$ cat src/rtl/packet_arbiter_pkg.sv
// rtl/packet_arbiter_pkg.sv - shared constants, marker layout and grant state encoding for packet_arbiter
package packet_arbiter_pkg;

    localparam int MARKER_TAG_W = 16;
    localparam int MARKER_RUN_W = 16;
    localparam logic [MARKER_TAG_W-1:0] OVF_TAG = 16'hFFFF;

    typedef enum logic [1:0] {
        GRANT_IDLE  = 2'd0,
        GRANT_TRACE = 2'd1,
        GRANT_AUX   = 2'd2
    } grant_state_t;

    function automatic logic [15:0] sat_inc16(input logic [15:0] value);
        return (value == 16'hFFFF) ? value : value + 16'd1;
    endfunction

endpackage

$ cat src/rtl/packet_fifo.sv
// rtl/packet_fifo.sv - first-word-fall-through FIFO buffering trace packets
module packet_fifo #(
    parameter int DEPTH_LOG2 = 4,
    parameter int WIDTH      = 32
) (
    input  logic                  mclk,
    input  logic                  reset,
    input  logic                  push,
    input  logic [WIDTH-1:0]      push_data,
    input  logic                  pop,
    output logic [WIDTH-1:0]      head,
    output logic                  full,
    output logic                  empty,
    output logic [DEPTH_LOG2:0]   level
);
    localparam int DEPTH = 1 << DEPTH_LOG2;

    logic [WIDTH-1:0]      mem [DEPTH];
    logic [DEPTH_LOG2-1:0] wr_ptr;
    logic [DEPTH_LOG2-1:0] rd_ptr;

    assign head  = mem[rd_ptr];
    assign full  = (level == (DEPTH_LOG2 + 1)'(DEPTH));
    assign empty = (level == '0);

    // Storage carries no reset; level and pointers define what is valid.
    always_ff @(posedge mclk) begin
        if (push) begin
            mem[wr_ptr] <= push_data;
        end
    end

    always_ff @(posedge mclk or posedge reset) begin
        if (reset) begin
            wr_ptr <= '0;
            rd_ptr <= '0;
            level  <= '0;
        end else begin
            if (push) begin
                wr_ptr <= wr_ptr + DEPTH_LOG2'(1);
            end
            if (pop) begin
                rd_ptr <= rd_ptr + DEPTH_LOG2'(1);
            end
            case ({push, pop})
                2'b10:   level <= level + (DEPTH_LOG2 + 1)'(1);
                2'b01:   level <= level - (DEPTH_LOG2 + 1)'(1);
                default: level <= level;
            endcase
        end
    end

endmodule

$ cat src/rtl/packet_arbiter.sv
// rtl/packet_arbiter.sv - merges buffered trace packets and aux requests onto one output; PACKET_ARB_OVF_MARKER_EN adds overflow markers
module packet_arbiter
    import packet_arbiter_pkg::*;
#(
    parameter int DEPTH_LOG2   = 4,
    parameter int AUX_MAX_WAIT = 64
) (
    input  logic                  mclk,
    input  logic                  reset,
    input  logic [31:0]           trace_data,
    input  logic                  trace_strobe,
    input  logic [31:0]           aux_data,
    input  logic                  aux_req,
    output logic                  aux_ack,
    output logic [31:0]           out_data,
    output logic                  out_valid,
    input  logic                  out_ready,
    output logic [DEPTH_LOG2:0]   fifo_level,
    output logic [15:0]           overflow_count
);
    localparam int                WAIT_W   = $clog2(AUX_MAX_WAIT + 1);
    localparam logic [WAIT_W-1:0] WAIT_MAX = WAIT_W'(AUX_MAX_WAIT);

    grant_state_t      state;
    logic [WAIT_W-1:0] wait_count;
    logic [31:0]       fifo_head;
    logic [31:0]       push_data;
    logic              fifo_full, fifo_empty;
    logic              push, pop, drop, can_push;
    logic              slot_free, aux_elig, aux_urgent, grant_aux;

    assign slot_free  = !out_valid || out_ready;
    assign aux_elig   = aux_req && !aux_ack;
    assign aux_urgent = aux_elig && (wait_count >= WAIT_MAX);
    assign grant_aux  = slot_free && (aux_urgent || (aux_elig && fifo_empty));
    assign pop        = slot_free && !aux_urgent && !fifo_empty;
    assign can_push   = !fifo_full || pop;

`ifdef PACKET_ARB_OVF_MARKER_EN
    logic                    ovf_pending;
    logic                    write_marker;
    logic [MARKER_RUN_W-1:0] drop_run;

    // The marker takes the write slot, so a strobe on that edge is itself a drop.
    assign write_marker = ovf_pending && can_push;
    assign push         = write_marker || (trace_strobe && can_push);
    assign push_data    = write_marker ? {OVF_TAG, drop_run} : trace_data;
    assign drop         = trace_strobe && (write_marker || !can_push);

    always_ff @(posedge mclk or posedge reset) begin
        if (reset) begin
            ovf_pending <= 1'b0;
            drop_run    <= '0;
        end else if (write_marker) begin
            ovf_pending <= trace_strobe;
            drop_run    <= trace_strobe ? MARKER_RUN_W'(1) : '0;
        end else if (drop) begin
            ovf_pending <= 1'b1;
            drop_run    <= sat_inc16(drop_run);
        end
    end
`else
    assign push      = trace_strobe && can_push;
    assign push_data = trace_data;
    assign drop      = trace_strobe && !can_push;
`endif

    packet_fifo #(
        .DEPTH_LOG2 (DEPTH_LOG2),
        .WIDTH      (32)
    ) u_fifo (
        .mclk      (mclk),
        .reset     (reset),
        .push      (push),
        .push_data (push_data),
        .pop       (pop),
        .head      (fifo_head),
        .full      (fifo_full),
        .empty     (fifo_empty),
        .level     (fifo_level)
    );

    always_ff @(posedge mclk or posedge reset) begin
        if (reset) begin
            overflow_count <= '0;
        end else if (drop) begin
            overflow_count <= sat_inc16(overflow_count);
        end
    end

    // Grant FSM: state records the source of the packet held in out_data.
    always_ff @(posedge mclk or posedge reset) begin
        if (reset) begin
            state      <= GRANT_IDLE;
            out_data   <= '0;
            aux_ack    <= 1'b0;
            wait_count <= '0;
        end else begin
            aux_ack <= grant_aux;
            if (grant_aux) begin
                wait_count <= '0;
            end else if (aux_elig && wait_count != WAIT_MAX) begin
                wait_count <= wait_count + WAIT_W'(1);
            end
            if (slot_free) begin
                if (grant_aux) begin
                    state    <= GRANT_AUX;
                    out_data <= aux_data;
                end else if (pop) begin
                    state    <= GRANT_TRACE;
                    out_data <= fifo_head;
                end else begin
                    state    <= GRANT_IDLE;
                end
            end
        end
    end

    assign out_valid = (state != GRANT_IDLE);

endmodule

$ cat config.mk
export PLATFORM = sky130hd
export DESIGN_NAME = packet_arbiter
export DESIGN_NICKNAME = d
export VERILOG_FILES = /design/src/rtl/packet_arbiter_pkg.sv /design/src/rtl/packet_fifo.sv /design/src/rtl/packet_arbiter.sv
export SDC_FILE = /design/constraint.sdc
export NUM_CORES = 1
export LEC_CHECK = 0
export ABC_AREA = 1
export CORE_MARGIN = 2
export CORE_UTILIZATION = 37
export DETAILED_ROUTE_END_ITERATION = 8
export GPL_ROUTABILITY_DRIVEN = 0
export HOLD_SLACK_MARGIN = 0.12
export SYNTH_ARGS = -nofsm -noshare
export SYNTH_HDL_FRONTEND = slang
export SYNTH_HIERARCHICAL = 1
export SYNTH_SLANG_ARGS = --single-unit
$ cat constraint.sdc
create_clock -name mclk -period 4.3 [get_ports mclk]
set_input_delay 0.43 -clock mclk [delete_from_list [all_inputs] [get_ports mclk]]
set_output_delay 0.43 -clock mclk [all_outputs]
set_load 0.02 [all_outputs]
==> key figures, run 1 <==
Run status
  • Status: completed

GRT
  • Vias in the first global route: 15600
  • First-pass GRT wire length: 94.8 mm
  • Largest net degree at the start of global routing: 211
  • Grt total ovfl: 0
  • Total GRT Usage: 18.2%
  • Initial antenna violation count: 2

Finish
  • Nets: 2367
  • Fill count: 6040
  • Share of cells above drive strength 1: 8.27%
  • Antenna Cells: 0
  • Synthesis-to-layout area growth: 15.8%

Setup path
  • Largest stage delay, worst path: 730 ps
  • Critical path arrival: 3240 ps
  • Worst Path Class, Setup: flip-flop to flip-flop
  • Worst Setup End Kind: flip-flop
  • Slowest CP cell: nor2_4
  • Required @ worst endpoint: 4620 ps
  • Worst setup SP type: flip-flop
  • Critical-path cell list: nor2_1, nand3_1, nor2_1, inv_1, nand3_1, a21boi_0, buf_4, nand2_1, nor2_4, buf_4
  • Crit Path Max Fanout: 22

Clock tree
  • Sinks on Clock Net: 583
  • CTS max path bufs: 3
  • Post-CTS setup buffers: 0
  • CTS tree: yes
  • Clock root cell: clkbuf_16
  • Clock slew at reported path FFs: 60 ps
  • H-Tree Depth: 2
  • Post-CTS sizing: 0
  • CTS Hold Bufs: 0
  • TritonCTS Buffers: 56
  • Clk Latency, worst-skew pair: 620 ps

Yosys
  • Top cell type's share of synthesized area: 62.3%
  • Simple-Gate Fraction of Synth Area: 17.4%
  • Synth Register Bits: 583
  • Largest family of logic cells by synthesized area: simple AND/OR/NAND/NOR gates
  • Sequential area share after synthesis: 69.5%
  • Synth cell types: 35
  • Synth Area in Compound Gates: 6.87%
  • Synth Net Count: 2271
  • Cell area after synthesis: 24700 µm²
  • Post-synth EDFFs: 512
  • Ranking of synthesized cells by area: edfxtp_1 62%, dfrtp_1 7.2%, nand2_1 6.4%, nor2_1 5.3%, nand3_1 4.3%
  • Mux share of post-synthesis cell area: 0%
  • Most instantiated library cell after synthesis: edfxtp_1
  • Post-synthesis xor/xnor area fraction: 0.568%
  • Top FF cell, synth: edfxtp_1
  • Syn avg cell area: 11.3 µm²
  • Synth area leader: edfxtp_1
  • Synth Area in Adders: 0.609%
  • Warnings from Yosys: 6
  • Async SR Flop Fraction: 12.2%
  • Synth cell count leaders: 512 x edfxtp_1, 420 x nand2_1, 345 x nor2_1
  • Mapped Cells: 2190

Place
  • Port Buffer Count: 123
  • Detailed placer's ending HPWL: 37.4 mm

Floorplanning
  • Initial Utilization: 37.4%
  • Die X: 262 µm
  • Core footprint: 65900 µm²
  • Number of placement rows: 94
  • Chip height: 262 µm
  • Die area: 68700 µm²
  • I/O pin count: 124

Power and ir drop
  • Int Pwr: 11900 µW
  • Power share of the clock group: 25.3%
  • Sw frac: 38.2%
  • Maximum vdd drop: 0.000335 V
  • Psw: 7370 µW
  • Leak: 0.0105 µW
  • Share of power burned in combinational logic: 36.8%
  • Pwr/cell area: 676 nW/µm²
  • Tot Pwr: 19300 µW
  • Reg power frac: 37.8%

STA
  • Clock skew: 17.9 ps
  • Fin crit period: 2920 ps
  • TNS Setup: 0 ps
  • Setup violations, final: 0
  • Hold Fails Final Rpt: 0
  • Final Max Tran Viols: 0
  • Crit share post-route: 67.8%
  • Fmax: 343 MHz
  • Worst-Margin Slew: 1130 ps
  • Slew Limit Headroom: 24.4%
  • RSZ-0062 raised after global routing: no

Route
  • Vias/cell: 5.13
  • Vias: 16400
  • DRT Pass-1 Iters: 5
  • Routed wire length: 62.6 mm
  • DRC viols: 0
  • Violation count after the first detailed-route iteration: 1493
  • Routed Antenna Nets: 0
  • Drt wl/cell: 19.6 µm

Hold path
  • Hold crit path type: input pin to asynchronous set/reset pin

Flow run
  • Max-Cap Viols: 0
metrics by stage:
stage | hold slack [ps] | cells | worst slack (ps) | cell area (µm²) | utilization, %
after floorplan | 307 | 2190 | 974 | 24700 | -
final | 249 | 3197 | 1380 | 28500 | 43.3
after global placement | 464 | 3092 | 1030 | 26700 | 40.6
after detailed placement | 466 | 3092 | 1010 | 26700 | 40.6
after CTS | 239 | 3197 | 1380 | 28500 | 43.3
after global routing | 282 | 3197 | 1200 | 28500 | 43.3
metal layers:
layer / track usage (%) / wire length [µm] / up-vias
li1: - / - / 7733
met4: 4.46 / 1220 / 4
met2: 29.2 / 29100 / 554
met3: 3.40 / 4420 / 82
met1: 25.5 / 27800 / 8022
met5: 0 / 27 / -
final timing paths:
check / startpoint / to / cells after the start / slack, ps
max in group asynchronous: reset / out_data[23] / 3 / 3170
min in group mclk: out_ready / state[0] / 4 / 450
worst max register to register: u_fifo/level[0] / u_fifo/mem[3][24] / 10 / 1380
worst min-delay path: reset / out_data[10] / 2 / 250
worst max-delay path: u_fifo/level[0] / u_fifo/mem[3][24] / 10 / 1380
worst min register to register: out_data[28] / out_data[28] / 2 / 480
state kept, by name, indices dropped and copies added, names as in the netlist:
register and flops:
aux_ack 1, out_data 32, overflow_count 16, state 2
u_fifo/level 5, u_fifo/mem 512, u_fifo/rd_ptr 4, u_fifo/wr_ptr 4
wait_count 7
kinds of logic after synthesis:
group / count (synthesis)
compound gates: 292
xor+xnor: 16
fa+ha+maj: 12
buf+inv: 260
flops: 583
simple gates: 1027
power groups by stage:
stage / logic, µW / clock network [µW] / registers (µW)
final: 7110 / 4890 / 7300
after global routing: 7900 / 5190 / 7370
after CTS: 7120 / 4990 / 7300
after detailed placement: 7090 / 0 / 7420
after global placement: 7000 / 0 / 7390
after floorplan: 4620 / 0 / 7530
cell usage in the layout, fill, tap and decap left out, types with 2 or more instances in the layout:
cell / count
a21oi_1: 3
nor2_2: 30
o21ai_1: 37
xor2_1: 10
inv_1: 128
bufinv_16: 6
clkinv_2: 17
inv_2: 6
nand3_1: 211
o21bai_1: 3
clkinv_1: 13
buf_4: 34
dfrtp_2: 2
edfxtp_1: 512
dfrtp_1: 68
nand3_2: 3
o211ai_1: 89
inv_6: 3
nor2_4: 20
nand2_1: 419
clkdlybuf4s50_1: 123
buf_12: 4
nand2_2: 2
clkbuf_1: 6
nor2_1: 329
clkbuf_16: 57
o21ai_0: 158
ha_1: 12
nand4_1: 9
clkinvlp_4: 4
xnor2_1: 6
cell type report:
class                           count  area (µm²)  share of cell area (%)
Sequential cell                   583       17200                    60.1
Multi-Input combinational cell   1347        6400                    22.4
Timing Repair Buffer              161        1570                    5.49
Clock buffer                       63        1450                    5.08
Tap cell                          864        1080                    3.79
Inverter                          137         522                    1.83
Clock inverter                     42         367                    1.28
critical path: cells and delay by family, from the launching register on:
kind | cells | cell delay [ps]
buf+inv | 3 | 610
flops | 1 | 430
compound gates | 1 | 190
simple gates | 6 | 1380
(Power assumes the default switching activity.)
==> inputs of run 2 (changes only) <==
clock period = 2.9 ns   (was 4.3 ns; I/O delays follow)
==> run 2 against run 1 <==
Cell count grew 0.47%. Highest routed layer is now met4. Core utilization grew 0.58 points. Largest power group is now combinational logic. Critical path type unchanged. Die area is the same.
==> key figures, run 2 (synthesis gave the netlist of run 1 again) <==
Floorplanning
  • Die X: 262 µm
  • Number of placement rows: 94
  • Chip height: 262 µm
  • Initial Utilization: 37.4%
  • I/O pin count: 124
  • Die area: 68700 µm²
  • Core footprint: 65900 µm²

Power and ir drop
  • Int Pwr: 18000 µW
  • Maximum vdd drop: 0.000640 V
  • Tot Pwr: 28900 µW
  • Psw: 10900 µW
  • Power share of the clock group: 24.9%
  • Leak: 0.0106 µW
  • Sw frac: 37.7%
  • Pwr/cell area: 998 nW/µm²
  • Share of power burned in combinational logic: 37.8%
  • Reg power frac: 37.3%

Clock tree
  • CTS max path bufs: 3
  • Sinks on Clock Net: 583
  • H-Tree Depth: 2
  • Post-CTS setup buffers: 0
  • Clk Latency, worst-skew pair: 610 ps
  • Clock root cell: clkbuf_16
  • TritonCTS Buffers: 57
  • CTS tree: yes
  • Clock slew at reported path FFs: 60 ps

Place
  • Port Buffer Count: 123
  • Area after DPL: 27100 µm²
  • Detailed placer's ending HPWL: 38.3 mm
  • Pre-CTS setup slack: 50.9 ps

Route
  • Routed wire length: 61.7 mm
  • Routed Antenna Nets: 0
  • Vias/cell: 5.10
  • Violation count after the first detailed-route iteration: 1501
  • DRC viols: 0
  • Vias: 16400
  • DRT Pass-1 Iters: 7
  • Drt wl/cell: 19.2 µm

Hold path
  • WHS Path Cells: 4
  • Hold crit path type: input pin to flip-flop
  • Launch point of the worst hold path: out_ready
  • Hold path endpoint: state[0]

Finish
  • Share of cells above drive strength 1: 8.39%
  • Antenna Cells: 0
  • Most frequent cells in the layout: 512 x edfxtp_1, 419 x nand2_1, 329 x nor2_1
  • Max reg flops: 512
  • Commonest non-fill, non-tap cell in the layout: edfxtp_1
  • Top reg by flops: u_fifo/mem
  • Top Registers: u_fifo/mem: 512 flops, out_data: 32 flops, overflow_count: 16 flops
  • Nets: 2383
  • Synthesis-to-layout area growth: 17.3%
  • Final non-filler cell area: 28900 µm²
  • Final core utilization: 43.9%

Setup path
  • Crit Path Max Fanout: 5
  • FF-to-FF path depth: 19
  • Reg-to-reg endpoint: u_fifo/level[4]
  • Reg2reg setup slack: 350 ps
  • Required @ worst endpoint: 3390 ps
  • Worst setup SP type: flip-flop
  • Worst Setup End Kind: flip-flop
  • Critical path arrival: 3040 ps
  • Worst Path Class, Setup: flip-flop to flip-flop
  • RR Startpoint: u_fifo/level[2]

STA
  • Hold Fails Final Rpt: 0
  • RSZ-0062 raised after global routing: no
  • Fin crit period: 2550 ps
  • Worst-Margin Slew: 930 ps
  • Worst setup margin: 355 ps
  • WHS: 312 ps
  • Fmax: 393 MHz
  • Final Max Tran Viols: 0
  • Crit share post-route: 87.8%
  • Clock skew: 15.6 ps
  • Setup violations, final: 0
  • Slew Limit Headroom: 37.8%

Run status
  • Status: completed

GRT
  • First-pass GRT wire length: 94.8 mm
  • Initial antenna violation count: 0
  • Largest net degree at the start of global routing: 109
  • Vias in the first global route: 15800
  • Total GRT Usage: 18.0%
  • Grt total ovfl: 0

Flow run
  • Max-Cap Viols: 0
## run 2: cell count changes in the layout (fill, tap and decap cells not counted), moves of 3 or more
cell        before  now
buf_12           4   26
buf_4           34   26
clkbuf_1         6   17
clkbuf_8         0    3
clkinv_2        17    9
clkinvlp_4       4    1
## run 2: timing repair
| action | 4_1_cts | 5_1_grt |
|---|---|---|
| hold buffers | 1 | 0 |
| endpoints found under the hold margin | 22 | 0 |
| setup endpoints to repair | 0 | 1 |
| gates resized for setup | 0 | 1 |
## run 2: layout make-up
class / instances / area, µm²
Multi-Input combinational cell: 1347 / 6400
Timing Repair Buffer: 176 / 1960
Sequential cell: 583 / 17200
Tap cell: 864 / 1080
Clock inverter: 26 / 223
Inverter: 137 / 522
Clock buffer: 79 / 1580
Fill cell: 6043 / 36900
## run 2: power groups by stage
stage / logic [µW] / clock network [µW] / registers [µW]
detailed placement: 10900 / 0 / 10900
global placement: 10700 / 0 / 10900
floorplan: 6850 / 0 / 11200
finish: 10900 / 7180 / 10800
global route: 12100 / 7670 / 10900
CTS: 10900 / 7330 / 10800
## run 2: through the flow
step                TNS [ps]  cells
detailed placement         0   3106
global route               0   3212
finish                     0   3212
floorplan            -204240   2190
global placement           0   3106
CTS                        0   3212
## run 2: routing by layer
metal / GRT usage, % / vias to the layer above / share of wire [%]
li1: - / 7774 / -
met1: 26.4 / 8045 / 47
met4: 3.63 / 0 / 1.2
met2: 27.9 / 514 / 45
met5: 0 / - / 0
met3: 3.47 / 60 / 7.0
## run 2: how the worst max path moves through the flow
stage,from,to,depth (start not counted)
floorplan,u_fifo/level[2],u_fifo/mem[15][0],9
global placement,out_ready,u_fifo/level[4],18
detailed placement,out_ready,u_fifo/level[4],18
CTS,u_fifo/level[0],u_fifo/level[4],19
global route,u_fifo/level[1],u_fifo/level[4],19
finish,u_fifo/level[2],u_fifo/level[4],19
## run 2: worst max-delay path, stage by stage, from the launching register on
cell and delay (ps):
dfrtp_1 410, inv_1 80, nand3_1 110, nor2_1 50, inv_1 70, nand3_1 90, a21boi_1 280, inv_1 110
ha_1 260, nand2_1 80, inv_1 50, nor2_1 150, ha_1 170, inv_1 50, nand2_1 110, nand3_1 110
nand2_1 70, nand2_1 50, nand3_1 70, nand2_1 60
==> inputs of run 3 (changes only) <==
CORE_UTILIZATION = 60   (was 37)
PLACE_DENSITY = 0.79   (was default)
SYNTH_HIERARCHICAL = default   (was 1)
==> run 3 against run 2 <==
Global-route usage increased by 10 points. Setup slack got worse by 52 ps. Wire length decreased by 0.91%. Critical path type unchanged.
==> key figures, run 3 <==
Run status
  • Status: completed

Place
  • Placed Cells: 3130
  • Port Buffer Count: 123
  • Detailed placer's ending HPWL: 34.9 mm
  • Pre-CTS setup slack: 75.7 ps

Clock tree
  • Sinks on Clock Net: 583
  • CTS max path bufs: 3
  • H-Tree Depth: 2
  • CTS tree: yes
  • Clock root cell: clkbuf_16
  • Clock slew at reported path FFs: 60 ps
  • Post-CTS setup buffers: 0
  • TritonCTS Buffers: 57
  • Clk Latency, worst-skew pair: 610 ps

Finish
  • Final core utilization: 70.5%
  • Finished Layout Cells: 3237
  • Max reg flops: 512
  • Nets: 2730
  • Top reg by flops: u_fifo.mem
  • Top Registers: u_fifo.mem: 512 flops, out_data: 32 flops, overflow_count: 16 flops
  • Antenna Cells: 0
  • Commonest non-fill, non-tap cell in the layout: nand2_1
  • Share of cells above drive strength 1: 7.52%
  • Most frequent cells in the layout: 963 x nand2_1, 512 x edfxtp_1, 378 x nand3_1
  • Synthesis-to-layout area growth: 16.3%

Power and ir drop
  • Psw: 10500 µW
  • Int Pwr: 18100 µW
  • Power share of the clock group: 27.3%
  • Tot Pwr: 28700 µW
  • Leak: 0.0126 µW
  • Maximum vdd drop: 0.000641 V
  • Pwr/cell area: 971 nW/µm²
  • Reg power frac: 37.7%
  • Sw frac: 36.8%
  • Share of power burned in combinational logic: 35.1%

Yosys
  • Synth Register Bits: 583
  • Async SR Flop Fraction: 12.2%
  • Ranking of synthesized cells by area: edfxtp_1 61%, nand2_1 14%, nand3_1 7.5%, dfrtp_1 7.0%, inv_1 5.1%
  • Syn avg cell area: 10.1 µm²
  • Warnings from Yosys: 0
  • Sequential area share after synthesis: 67.6%
  • Synth Net Count: 2597
  • Cell area after synthesis: 25400 µm²
  • Synth cell types: 31
  • Post-synth EDFFs: 512
  • Mapped Cells: 2517
  • Synth area leader: edfxtp_1
  • Synth cell count leaders: 964 x nand2_1, 512 x edfxtp_1, 379 x nand3_1
  • Top FF cell, synth: edfxtp_1
  • Most instantiated library cell after synthesis: nand2_1
  • Top cell type's share of synthesized area: 60.6%

GRT
  • Vias in the first global route: 18100
  • Grt total ovfl: 0
  • First-pass GRT wire length: 96.0 mm
  • Total GRT Usage: 28.3%
  • Largest net degree at the start of global routing: 105
  • Initial antenna violation count: 0

Route
  • Routed Antenna Nets: 0
  • DRT Pass-1 Iters: 6
  • Violation count after the first detailed-route iteration: 2142
  • Vias: 18200
  • DRC viols: 0
  • Drt wl/cell: 18.9 µm
  • Vias/cell: 5.62
  • Routed wire length: 61.2 mm

STA
  • Fin crit period: 2600 ps
  • WHS: 191 ps
  • Slew Limit Headroom: 36.1%
  • Hold Fails Final Rpt: 0
  • Fmax: 385 MHz
  • Worst setup margin: 303 ps
  • Final Max Tran Viols: 0
  • Crit share post-route: 89.6%
  • RSZ-0062 raised after global routing: no
  • Setup violations, final: 0
  • Worst-Margin Slew: 959 ps
  • Clock skew: 17.1 ps

Hold path
  • Hold crit path type: input pin to asynchronous set/reset pin

Flow run
  • Max-Cap Viols: 0

Setup path
  • Critical-path cell list: nor2_1, nand3_1, nor2_2, nand2_1, nand2_2, ha_1, xor2_1, ha_1, a21oi_1, nor2_1, nand2_1, nand2_1, nand2_1, nand2_1, nand2_1, nand2_1
  • Critical path arrival: 3150 ps
  • Worst setup SP type: flip-flop
  • Critical Path Most Common Cell: nand2_1
  • Largest stage delay, worst path: 450 ps
  • Worst Path Class, Setup: flip-flop to flip-flop
  • RR Startpoint: u_fifo.level[0]
  • FF-to-FF path depth: 16
  • Worst Setup End Kind: flip-flop
  • Setup crit start: u_fifo.level[0]
  • Slowest CP cell: dfrtp_1
  • Crit Path Max Fanout: 5
  • Required @ worst endpoint: 3450 ps

Floorplanning
  • Die X: 210 µm
  • Die area: 43900 µm²
  • Chip height: 210 µm
  • I/O pin count: 124
  • Initial Utilization: 60.6%
  • Core footprint: 41900 µm²
  • Number of placement rows: 75
## run 3: changes by cell type after synthesis, moves of 16 or more
cell | before | now
nand2_1 | 420 | 964
o211ai_1 | 89 | 0
nor2_2 | 30 | 2
nand3_1 | 211 | 379
o21ai_1 | 37 | 0
inv_1 | 130 | 348
nor3_1 | 1 | 17
nor2_1 | 345 | 24
o21ai_0 | 158 | 12
## run 3: what timing repair did
action / 4_1_cts / 5_1_grt
hold buffers: 0 / 0
gates resized for setup: 0 / 1
setup endpoints to repair: 0 / 1
## run 3: cell families (layout without fill, tap and decap cells)
family                   after synthesis  in the layout  share of synthesized area, %
AND/OR/NAND/NOR                     1416           1416                          23.3
flip-flops                           583            583                          67.6
buffers and inverters                468            649                          7.42
XOR/XNOR                              22             22                         0.759
AO/OA/AOI/OAI                         17             17                         0.340
adder cells (fa/ha/maj)               11             11                         0.542
## run 3: final cells by class
type,instances,area (µm²)
clock inverters,35,489
inverters,352,1330
flip-flops and latches,583,17200
repair buffers,190,1920
multi-input cells,1466,6450
clock buffers,72,1490
fillers,2815,12300
well taps,539,674
## run 3: routing by layer
metal	track usage (%)	vias up	part of all wire [%]
met5	0	-	0
met4	10.8	0	3.2
met3	5.30	153	9.4
met2	47.4	978	49
met1	37.1	8650	39
li1	-	8400	-
## run 3: per-stage QoR
stage | area (µm²) | TNS (ps)
floorplan | 25400 | -355740
global placement | 27500 | 0
detailed placement | 27500 | 0
CTS | 29500 | 0
global route | 29500 | 0
finish | 29500 | 0
## run 3: critical path, delay by kind of cell, from the launching register on
kind	cells	cell delay, ps
AOI/OAI and AO/OA	1	70
adders and majority gates	2	530
and+or+nand+nor	12	1240
DFF	1	450
xor gates and xnor gates	1	260
## run 3: worst paths after layout
| path | end | slack, ps |
|---|---|---|
| min in group mclk | state[1] | 290 |
| max reg2reg | u_fifo.level[4] | 300 |
| max | u_fifo.level[4] | 300 |
| max in group asynchronous | overflow_count[2] | 1940 |
| min reg2reg | state[1] | 540 |
| min | out_data[7] | 190 |
## run 3: power groups by stage
| stage | clock (µW) | sequential, µW | combinational [µW] |
|---|---|---|---|
| after floorplan | 0 | 11100 | 6160 |
| after global placement | 0 | 10900 | 9570 |
| after detailed placement | 0 | 10900 | 9840 |
| after CTS | 7870 | 10800 | 9980 |
| after global routing | 8190 | 10900 | 11100 |
| final | 7810 | 10800 | 10100 |
==> edit, RTL diff (config.mk and constraints of run 2) <==
`DEPTH_LOG2` is set to 4 in 2 places; all go to 5.
--- a/src/rtl/packet_fifo.sv
+++ b/src/rtl/packet_fifo.sv
@@ -1,6 +1,6 @@
 // rtl/packet_fifo.sv - first-word-fall-through FIFO buffering trace packets
 module packet_fifo #(
-    parameter int DEPTH_LOG2 = 4,
+    parameter int DEPTH_LOG2 = 5,
     parameter int WIDTH      = 32
 ) (
     input  logic                  mclk,
--- a/src/rtl/packet_arbiter.sv
+++ b/src/rtl/packet_arbiter.sv
@@ -2,7 +2,7 @@
 module packet_arbiter
     import packet_arbiter_pkg::*;
 #(
-    parameter int DEPTH_LOG2   = 4,
+    parameter int DEPTH_LOG2   = 5,
     parameter int AUX_MAX_WAIT = 64
 ) (
     input  logic                  mclk,
Interface: changed (resized fifo_level); port bits go from 124 to 125. The function was not compared with the original's and may differ.
==> edit against run 2 <==
Combinational power grew 87%. Largest power group unchanged. Design area grew 84%. Wire length grew 110%. Die area grew 82%. Critical endpoint is now out_data[17]. Setup slack lost 0.19 ns. Sequential cell count grew 515. Critical path type unchanged. Via count grew 88%. Synthesized area grew 84%. Power grew 84%.
==> edit: results (changes against run 2) <==
<table>
<tr><th>Metric</th><th>Value</th></tr>
<tr><th colspan="2">Outcome</th></tr>
<tr><td>Result of the run</td><td>completed</td></tr>
<tr><th colspan="2">Layout</th></tr>
<tr><td>Share of layout cells above drive strength 1</td><td>9.56% (+1.2 points)</td></tr>
<tr><th colspan="2">Logic synthesis</th></tr>
<tr><td>Share of the synthesized area in compound gates (AO/OA/AOI/OAI)</td><td>5.43% (-1.4 points)</td></tr>
<tr><td>Synth Area in XOR/XNOR</td><td>0.309% (-0.26 points)</td></tr>
<tr><td>Post-synthesis net count</td><td>4067 (+79%)</td></tr>
<tr><td>Sequential element share of the synthesized area</td><td>71.9% (+2.3 points)</td></tr>
<tr><td>Number of distinct library cells after synthesis</td><td>31 (-11%)</td></tr>
<tr><td>Average instance area after synthesis</td><td>11.4 um2 (+1.0%)</td></tr>
<tr><td>Fraction of registers with async set or reset after synthesis</td><td>6.74% (-5.4 points)</td></tr>
<tr><td>Number of enable-type register cells in the synthesized netlist</td><td>1024 (+100%)</td></tr>
<tr><th colspan="2">Clocking</th></tr>
<tr><td>Htree depth</td><td>3 (+1)</td></tr>
<tr><td>Clk_lat worst skew</td><td>0.69 ns (+0.08 ns)</td></tr>
<tr><td>Total clock buffers created by CTS</td><td>105 (+84%)</td></tr>
<tr><th colspan="2">Global routing</th></tr>
<tr><td>Global Route Usage Sum</td><td>20.1% (+2.1 points)</td></tr>
<tr><td>Vias in the first global route</td><td>29100 (+85%)</td></tr>
<tr><td>Pin count of the biggest net entering global routing</td><td>95 (-13%)</td></tr>
<tr><th colspan="2">Pwr</th></tr>
<tr><td>Switching Share</td><td>38.9% (+1.2 points)</td></tr>
<tr><td>Switching power</td><td>20700 uW (+90%)</td></tr>
<tr><td>VDD IR-drop max</td><td>654 uV (+2.1%)</td></tr>
<tr><th colspan="2">Routing</th></tr>
<tr><td>Number of DRC markers after the initial detailed-route iteration</td><td>3491 (+130%)</td></tr>
<tr><th colspan="2">STA</th></tr>
<tr><td>Upper clock frequency limit</td><td>0.366 GHz (-7.0%)</td></tr>
<tr><td>Skew final</td><td>0.0383 ns (+0.0227 ns)</td></tr>
<tr><th colspan="2">Worst hold path</th></tr>
<tr><td>Endpoint of the worst hold path</td><td>u_fifo/mem[24][0]</td></tr>
<tr><th colspan="2">Place</th></tr>
<tr><td>Number of instances in the placed design</td><td>5697 (+83%)</td></tr>
<tr><td>Half-perimeter wire length of the detailed placement result</td><td>76700 um (+100%)</td></tr>
<tr><th colspan="2">Setup path</th></tr>
<tr><td>Setup slack of the worst register-to-register path</td><td>0.16 ns (-0.19 ns)</td></tr>
</table>
edit: cell count changes after synthesis, moves of 50 or more:
cell,change
sky130_fd_sc_hd__o21ai_0,+219
sky130_fd_sc_hd__o211ai_1,-89
sky130_fd_sc_hd__nand3_1,+201
sky130_fd_sc_hd__nand2_1,+562
sky130_fd_sc_hd__nor2_1,+297
sky130_fd_sc_hd__a21oi_1,+64
sky130_fd_sc_hd__edfxtp_1,+512
sky130_fd_sc_hd__inv_1,-50
edit: metal layers:
layer	wire, um	global-route usage (%)	vias to the layer above
met4	2070	4.17	0
met1	57300	30.0	15200
li1	-	-	14200
met3	10300	2.90	146
met2	58300	31.2	1306
met5	0	0	-
edit: area by class of cell:
class	count	area share [%]
Clock inverter	59	1.08
Sequential cell	1098	61.2
Tap cell	1625	3.82
Antenna cell	2	0.00939
Multi-Input combinational cell	2575	21.3
Clock buffer	136	5.30
Inverter	87	0.648
Timing Repair Buffer	314	6.67
